==> config.mk <==
export PLATFORM = sky130hd
export DESIGN_NAME = button_event
export DESIGN_NICKNAME = d
export VERILOG_FILES = /design/src/rtl/button_event_pkg.sv /design/src/rtl/button_event_timer.sv /design/src/rtl/button_event.sv
export SDC_FILE = /design/constraint.sdc
export NUM_CORES = 1
export LEC_CHECK = 0
export BUFFER_PORTS_ARGS = -buffer_cell sky130_fd_sc_hd__buf_2
export CORE_UTILIZATION = 40
export CTS_BUF_LIST = sky130_fd_sc_hd__clkbuf_16
export DETAILED_ROUTE_END_ITERATION = 8
export GPL_TIMING_DRIVEN = 1
export PLACE_DENSITY = 0.66
export SKIP_CTS_REPAIR_TIMING = 1
export SYNTH_ARGS = -nofsm -noshare
export SYNTH_HDL_FRONTEND = slang
export SYNTH_SLANG_ARGS = --single-unit
==> constraint.sdc <==
create_clock -name clk50m -period 2.75 [get_ports clk50m]
set_input_delay 0.275 -clock clk50m [delete_from_list [all_inputs] [get_ports clk50m]]
set_output_delay 0.275 -clock clk50m [all_outputs]
set_load 0.05 [all_outputs]
==> src/rtl/button_event_pkg.sv <==
// rtl/button_event_pkg.sv - shared types and 50 MHz default timing constants for button_event
package button_event_pkg;

  // Gesture classifier states
  typedef enum logic [2:0] {
    IDLE,
    PRESS1,
    GAP,
    PRESS2,
    LONG
  } state_t;

  localparam int CNT_W_DEF        = 26;
  localparam int LONG_TICKS_DEF   = 25_000_000;  // 500 ms hold
  localparam int GAP_TICKS_DEF    = 12_500_000;  // 250 ms release-to-press window
  localparam int REPEAT_TICKS_DEF = 5_000_000;   // 100 ms auto-repeat period

endpackage

==> src/rtl/button_event_timer.sv <==
// rtl/button_event_timer.sv - saturating up-counter shared by all button_event timeouts
module event_timer
  import button_event_pkg::*;
#(
  parameter int CNT_W = CNT_W_DEF
) (
  input  logic             clk,
  input  logic             rst,
  input  logic             clr,
  input  logic             en,
  output logic [CNT_W-1:0] cnt
);

  logic [CNT_W-1:0] cnt_q;
  logic [CNT_W-1:0] cnt_d;

  // Clear wins over count; hold at all-ones instead of wrapping
  always_comb begin
    cnt_d = cnt_q;
    if (clr) begin
      cnt_d = '0;
    end else if (en && (cnt_q != '1)) begin
      cnt_d = cnt_q + CNT_W'(1);
    end
  end

  // Counter register
  always_ff @(posedge clk or posedge rst) begin
    if (rst) begin
      cnt_q <= '0;
    end else begin
      cnt_q <= cnt_d;
    end
  end

  assign cnt = cnt_q;

endmodule

==> src/rtl/button_event.sv <==
// rtl/button_event.sv - short/long/double-click classifier; auto-repeat under BUTTON_EVENT_REPEAT_EN
module button_event
  import button_event_pkg::*;
#(
  parameter int CNT_W        = CNT_W_DEF,
  parameter int LONG_TICKS   = LONG_TICKS_DEF,
  parameter int GAP_TICKS    = GAP_TICKS_DEF,
  parameter int REPEAT_TICKS = REPEAT_TICKS_DEF
) (
  input  logic clk50m,
  input  logic rst,
  input  logic sw_hi,
  input  logic sw_lo,
  output logic short_press,
  output logic long_press,
  output logic double_click,
  output logic repeat_evt,
  output logic busy
);

  localparam logic [CNT_W-1:0] LONG_LAST = CNT_W'(LONG_TICKS - 1);
  localparam logic [CNT_W-1:0] GAP_LAST  = CNT_W'(GAP_TICKS - 1);

  state_t           state_q, state_d;
  logic [CNT_W-1:0] timer;
  logic             timer_clr;
  logic             hi, lo;
  logic             long_hit, gap_hit;
  logic             short_d, long_d, double_d, repeat_d, busy_d;
  logic             short_q, long_q, double_q, busy_q;

  // A simultaneous press and release is contradictory, so neither is acted on
  assign hi       = sw_hi & ~sw_lo;
  assign lo       = sw_lo & ~sw_hi;
  assign long_hit = (timer == LONG_LAST);
  assign gap_hit  = (timer == GAP_LAST);

  // State register
  always_ff @(posedge clk50m or posedge rst) begin
    if (rst) begin
      state_q <= IDLE;
    end else begin
      state_q <= state_d;
    end
  end

  // Next-state: button edges take priority over a timeout in the same cycle
  always_comb begin
    state_d = state_q;
    unique case (state_q)
      IDLE:    if (hi) state_d = PRESS1;
      PRESS1:  if (lo) state_d = GAP;    else if (long_hit) state_d = LONG;
      GAP:     if (hi) state_d = PRESS2; else if (gap_hit)  state_d = IDLE;
      PRESS2:  if (lo) state_d = IDLE;   else if (long_hit) state_d = LONG;
      LONG:    if (lo) state_d = IDLE;
      default: state_d = IDLE;
    endcase
  end

  // Event decisions for the current cycle, registered below
  always_comb begin
    short_d  = 1'b0;
    long_d   = 1'b0;
    double_d = 1'b0;
    repeat_d = 1'b0;
    unique case (state_q)
      PRESS1: long_d = !lo && long_hit;
      GAP:    short_d = !hi && gap_hit;
      PRESS2: begin
        double_d = lo;
        // Holding the second press long: the first click still counts as a short press
        short_d  = !lo && long_hit;
        long_d   = !lo && long_hit;
      end
`ifdef BUTTON_EVENT_REPEAT_EN
      LONG:   repeat_d = !lo && (timer == CNT_W'(REPEAT_TICKS - 1));
`endif
      default: ;
    endcase
    // Busy stays up through the cycle that carries the closing event pulse
    busy_d = (state_d != IDLE) | short_d | long_d | double_d;
  end

  // Timer restarts on every state entry and on each auto-repeat reload
  assign timer_clr = (state_d != state_q) | repeat_d;

  event_timer #(
    .CNT_W (CNT_W)
  ) u_timer (
    .clk (clk50m),
    .rst (rst),
    .clr (timer_clr),
    .en  (1'b1),
    .cnt (timer)
  );

  // Output pulse registers
  always_ff @(posedge clk50m or posedge rst) begin
    if (rst) begin
      short_q  <= 1'b0;
      long_q   <= 1'b0;
      double_q <= 1'b0;
      busy_q   <= 1'b0;
    end else begin
      short_q  <= short_d;
      long_q   <= long_d;
      double_q <= double_d;
      busy_q   <= busy_d;
    end
  end

  assign short_press  = short_q;
  assign long_press   = long_q;
  assign double_click = double_q;
  assign busy         = busy_q;

`ifdef BUTTON_EVENT_REPEAT_EN
  logic repeat_q;

  // Auto-repeat pulse register
  always_ff @(posedge clk50m or posedge rst) begin
    if (rst) begin
      repeat_q <= 1'b0;
    end else begin
      repeat_q <= repeat_d;
    end
  end

  assign repeat_evt = repeat_q;
`else
  logic unused_repeat_cfg;
  assign unused_repeat_cfg = repeat_d | (REPEAT_TICKS == 0);
  assign repeat_evt        = 1'b0;
`endif

endmodule

### Word-level counts from Yosys, hierarchy flattened

Index checks and enable logic that the tools add are counted.

* memories: 0
* latch bits: 0
* memory bits (writable): 0
* word-level logic and storage cells: 43
* input bits: 4
* output and inout bits: 5
* ROM bits: 0
* flip-flop bits (word level): 33

* equality and inequality tests: 8
* add/sub/neg operators: 1
* divide/modulo/power cells: 0
* shift-type cells: 0
* muxes and demuxes: 13
* reduce and logical (&&, ||, !) cells: 8
* bitwise gates (word level): 7
* $mul: 0
* $lt $le $gt $ge: 0

Operators by type and width (number)
* $mux 26: 2
* $add 26x1->26 const B: 1
* $eq 26x24->1 const B: 1
* $eq 26x25->1 const B: 1
* $ne 26x26->1 const B: 1
* $mux 3: 7
* $pmux 3 s5: 1
* $eq 3x2->1 const B: 2
* $eq 3x1->1 const B: 1
* $eq 3x3->1 const B: 1
* $logic_not 3->1: 1
* $ne 3x3->1: 1
* $or 1x1->1: 3
* $reduce_bool 3->1: 1
* $and 1x1->1: 2
* $logic_and 1x1->1: 2
* $logic_not 1->1: 2
* $mux 1: 2
* $not 1->1: 2
* $pmux 1 s2: 1
* $reduce_bool 2->1: 1
* $reduce_or 2->1: 1

### Depth between registers and ports, before layout

* depth in word-level cells: 8
* gate-level depth with buffers: 8
* gate-level depth less buffers: 6

### Modules after synthesis

Synthesis repeated with hierarchy kept, for this count alone.

* cell total of the unflattened synthesis: 230
* area, all modules: 2098.3 um^2

By module, submodules not included
* event_timer: sequential area each 650.6 um^2, times used 1, area an instance 1530.2 um^2, cells each 163
* button_event: sequential area each 175.2 um^2, times used 1, area an instance 568.0 um^2, cells each 67

### Worst setup path after synthesis

OpenSTA, ideal clock, no wires.

* kind: register -> register
* start point: reg u_timer.cnt_q[10] (netlist: u_timer.cnt[10])
* end point: reg u_timer.cnt_q[5] (netlist: u_timer.cnt[5])
* stages on the path, launching flop included: 7
* setup slack: 239 ps
* data required time: 2616 ps
* arrival time: 2377 ps
* buffers on the path: 1
* cell sequence: dfrtp_1 -> or4_1 -> or4_4 -> or3b_4 -> a211oi_4 -> buf_6 -> a211oi_1

* cells in the longest elaborated chain, start to end: 6
* elaborated cells between the ends (all ways): 12
* those cells by class: 4 x eq/ne; 7 x mux; 1 x reduce/logical

Ends and longest elaborated chain
* from (decl): line button_event_timer.sv:14 `logic [CNT_W-1:0] cnt_q;`
* from (signal assigned): line button_event_timer.sv:32 `cnt_q <= cnt_d;`
* $eq 26x25->1 or $eq 26x24->1 (tied branches): line button_event.sv:35, button_event.sv:36
* $mux 3, on equally long branches: line button_event.sv:52, button_event.sv:54, button_event.sv:53
* $mux 3, on equally long branches: line button_event.sv:54, button_event.sv:52, button_event.sv:53
* $pmux 3 s5: line button_event.sv:50 `unique case (state_q)`
* $ne 3x3->1: line button_event.sv:85 `assign timer_clr = (state_d != state_q) | repeat_d;`
* $mux 26 or $reduce_bool 2->1 (tied branches)

Parallel ways exist; a longest one is shown, timed or not.
A chain may end at the register's enable or synchronous reset.

### Worst setup path after layout

* start point: reg u_timer.cnt_q[10] (netlist: u_timer.cnt[10])
* end point: reg u_timer.cnt_q[13] (netlist: u_timer.cnt[13])

The elaborated chain is that of the path after synthesis.

==> qor.txt <==
Final setup viols -> 0
Worst Clk Skew -> 0.002455 ns
Port bufs -> 7
TritonCTS clock tree -> yes
IO Count -> 9
Dominant synthesized flop cell -> dfrtp_1
Reg clk slew, reported paths -> 0.05 ns
Syn Area/Cell -> 8.742 um2
Arr. time, crit path -> 2.74 ns
GPL Wtd Cong -> 0.9363
PnR worst setup slack -> 0.1581 ns
Die span in y -> 73.67 um
Via density -> 6.115
Area grow syn2layout -> 13.28%
WP data required -> 2.90 ns
Post-Synth Adder-Cell Area -> 0.6090%
Compound-Gate Fraction of Synth Area -> 18.03%
Grt met1 use -> 30.03%
First-pass GRT wire length -> 8.514 mm
DR DRC count -> 0
Synthesized area -> 0.002054 mm2
Final HPWL DP -> 3.395 mm
Routed Antenna Nets -> 0
Post-Place Setup Slack -> 0.1766 ns
RSZ-0062 raised after global routing -> false
Overflow left after global routing -> 0
VDD IR max -> 0.0004071 V
Final wirelength -> 4.982 mm
Routing usage on met2 -> 30.38%
Reg2reg start -> u_timer.cnt[10]$_DFFE_PP0P_
Gr busiest metal -> met2
Critical path class -> flip-flop to flip-flop
P_leak -> 0.0008740 uW
# rows -> 25
Fin nets -> 251
Worst Path Max Fanout -> 15
Worst Tran Pin Value -> 0.6539 ns
Ratio of cells with drive above 1 in the final layout -> 12.20%
Fin crit share -> 94.25%
DR WL/cell -> 15.92 um
Starting Density -> 42.65%
Synth cell types -> 47
Gr usage total -> 20.79%
Main combinational cell family by area after synthesis -> simple AND/OR/NAND/NOR gates
Largest net degree at the start of global routing -> 34
Crit end category -> flip-flop
Power density over the cells -> 594.1 mW/mm2
Max clock buf depth -> 2
Multiplexer share of the synthesized area -> 0.4872%
Worst R2R Path Depth -> 6
Register area share after synthesis -> 40.19%
Critical path, cell by cell -> or4_1 -> or4_4 -> or3b_4 -> a211oi_4 -> buf_12 -> nor3_1
Worst Setup EP -> u_timer.cnt[13]$_DFFE_PP0P_
Worst Setup SP -> u_timer.cnt[10]$_DFFE_PP0P_
Post-synth EDFFs -> 0
Fin crit period -> 2.592 ns
Max Cap Viol -> 0
Reg-to-reg slack, setup -> 0.16 ns
Vias in the first global route -> 1,685
Vias post-DR -> 1,914
CTS H-Tree Depth -> 2
Die Width -> 73.67 um
Final Slew Violations -> 0
Detailed Routing Iterations Pass 1 -> 4
Commonest cells after routing, fill and taps aside -> 33 x dfrtp_1, 18 x o21ai_0, 16 x or3_1
Crit path launch type -> flip-flop
Post-synth top area cell -> dfrtp_1
Leading cell type in the layout, fill and taps excluded -> dfrtp_1
Simple-gate share of the synthesized area -> 34.17%
Post-synth ARST share -> 100.0%
Achievable frequency -> 0.3858 GHz
Num CTS Buffers -> 5
Synth Area in XOR/XNOR -> 2.558%
Worst-Skew Late Latency -> 0.28 ns
Post-Syn Nets -> 240
Seq cells post-synth -> 33
Status -> finished, final reports clean
Slowest stage delay, CP -> 0.56 ns
Initial drt markers -> 128
Post-Place Cell Area -> 0.002195 mm2
Post-Syn Instances -> 235
Clk sink count -> 33
FF-to-FF End -> u_timer.cnt[13]$_DFFE_PP0P_
Initial antenna violation count -> 0
Yosys warnings -> 0
Root Buffer -> clkbuf_16
Post-route setup TNS -> 0 ns
Met3 GRT Util -> 5.761%
Max_slew headroom -> 55.95%
Worst-path cell with the longest stage delay -> or4_4
Post-synth top area share -> 40.19%
Synth area leaders -> dfrtp_1 40%, or3_1 4.9%, o21ai_0 4.4%
Hold Crit Class -> input pin to async pin
Post-route cell area -> 0.002327 mm2
Core region area -> 0.004817 mm2
Final hold vios -> 0
Die area -> 0.005427 mm2
# diodes -> 0
[power breakdown]
| group | internal [uW] | total, uW | leakage (uW) | switching (uW) |
|---|---|---|---|---|
| registers | 523 | 568 | 0.000449 | 44.9 |
| clock network | 323 | 523 | 0.0000685 | 199 |
| logic | 111 | 292 | 0.000356 | 181 |
| total | 957 | 1380 | 0.000874 | 425 |
[synth_stat cells (2+ instances only)]
library cell  number
dfrtp_1           33
o21ai_0           18
or3_1             16
nand3_1           14
nor2_1            14
nor3_1            14
a211oi_1          12
nand2_1           11
nand4_1           11
a21oi_1           10
clkbuf_1           8
o31ai_1            7
or4_1              6
xor2_1             6
inv_1              5
nor4_1             5
and2_1             4
and4_1             3
nand2b_1           3
a21o_1             2
a31oi_1            2
and3_1             2
buf_2              2
nor3b_1            2
o211ai_1           2
or2_2              2
[routing by layer]
metal	vias up	wire length, um
met2	62	2251
li1	926	-
met5	-	0
met4	0	85
met1	915	2391
met3	11	254
[state kept, by name (all words and copies together) (netlist names)]
| register | flops |
|---|---|
| double_click | 1 |
| long_press | 1 |
| state_q | 3 |
| short_press | 1 |
| u_timer.cnt | 26 |
| busy | 1 |
[worst max-delay path: cells and delay by family, from the launching register on]
family / cells / cell delay (ns)
compound gates: 1 / 0.28
buf+inv: 1 / 0.18
flops: 1 / 0.44
simple gates: 4 / 1.56
[cell families after synthesis]
| logic type | Yosys count |
|---|---|
| other | 1 |
| buffers and inverters | 17 |
| adder cells (fa/ha/maj) | 1 |
| flip-flops | 33 |
| XOR/XNOR | 6 |
| AO/OA/AOI/OAI | 57 |
| multiplexers | 1 |
| AND/OR/NAND/NOR | 119 |
[per-stage QoR]
step	total power (uW)	cells	hold WS [ns]	utilization, %
after global placement	864.6	306	0.3931	45.56
after detailed placement	869.8	306	0.3935	45.56
after CTS	1389	313	0.09991	48.31
after floorplan	787.6	235	0.4039	-
after global routing	1450	313	0.1285	48.31
final	1383	313	0.07577	48.31
[layout make-up]
cell class              instances  area [um2]
clock inverters                 2       7.507
well taps                      67       83.83
flip-flops and latches         33       825.8
clock buffers                   5       125.1
inverters                       5       18.77
repair buffers                 16       115.1
fillers                       475        2490
multi-input cells             185        1151
[worst min path at each step]
stage                                  to  cells past startpoint
2_1_floorplan              busy$_DFF_PP0_                      1
3_3_place_gp         state_q[1]$_DFF_PP0_                      3
3_5_place_dp         state_q[0]$_DFF_PP0_                      3
4_1_cts        u_timer.cnt[4]$_DFFE_PP0P_                      3
5_1_grt        u_timer.cnt[4]$_DFFE_PP0P_                      3
6_report       u_timer.cnt[6]$_DFFE_PP0P_                      3
Power figures use the tool's default switching activity.
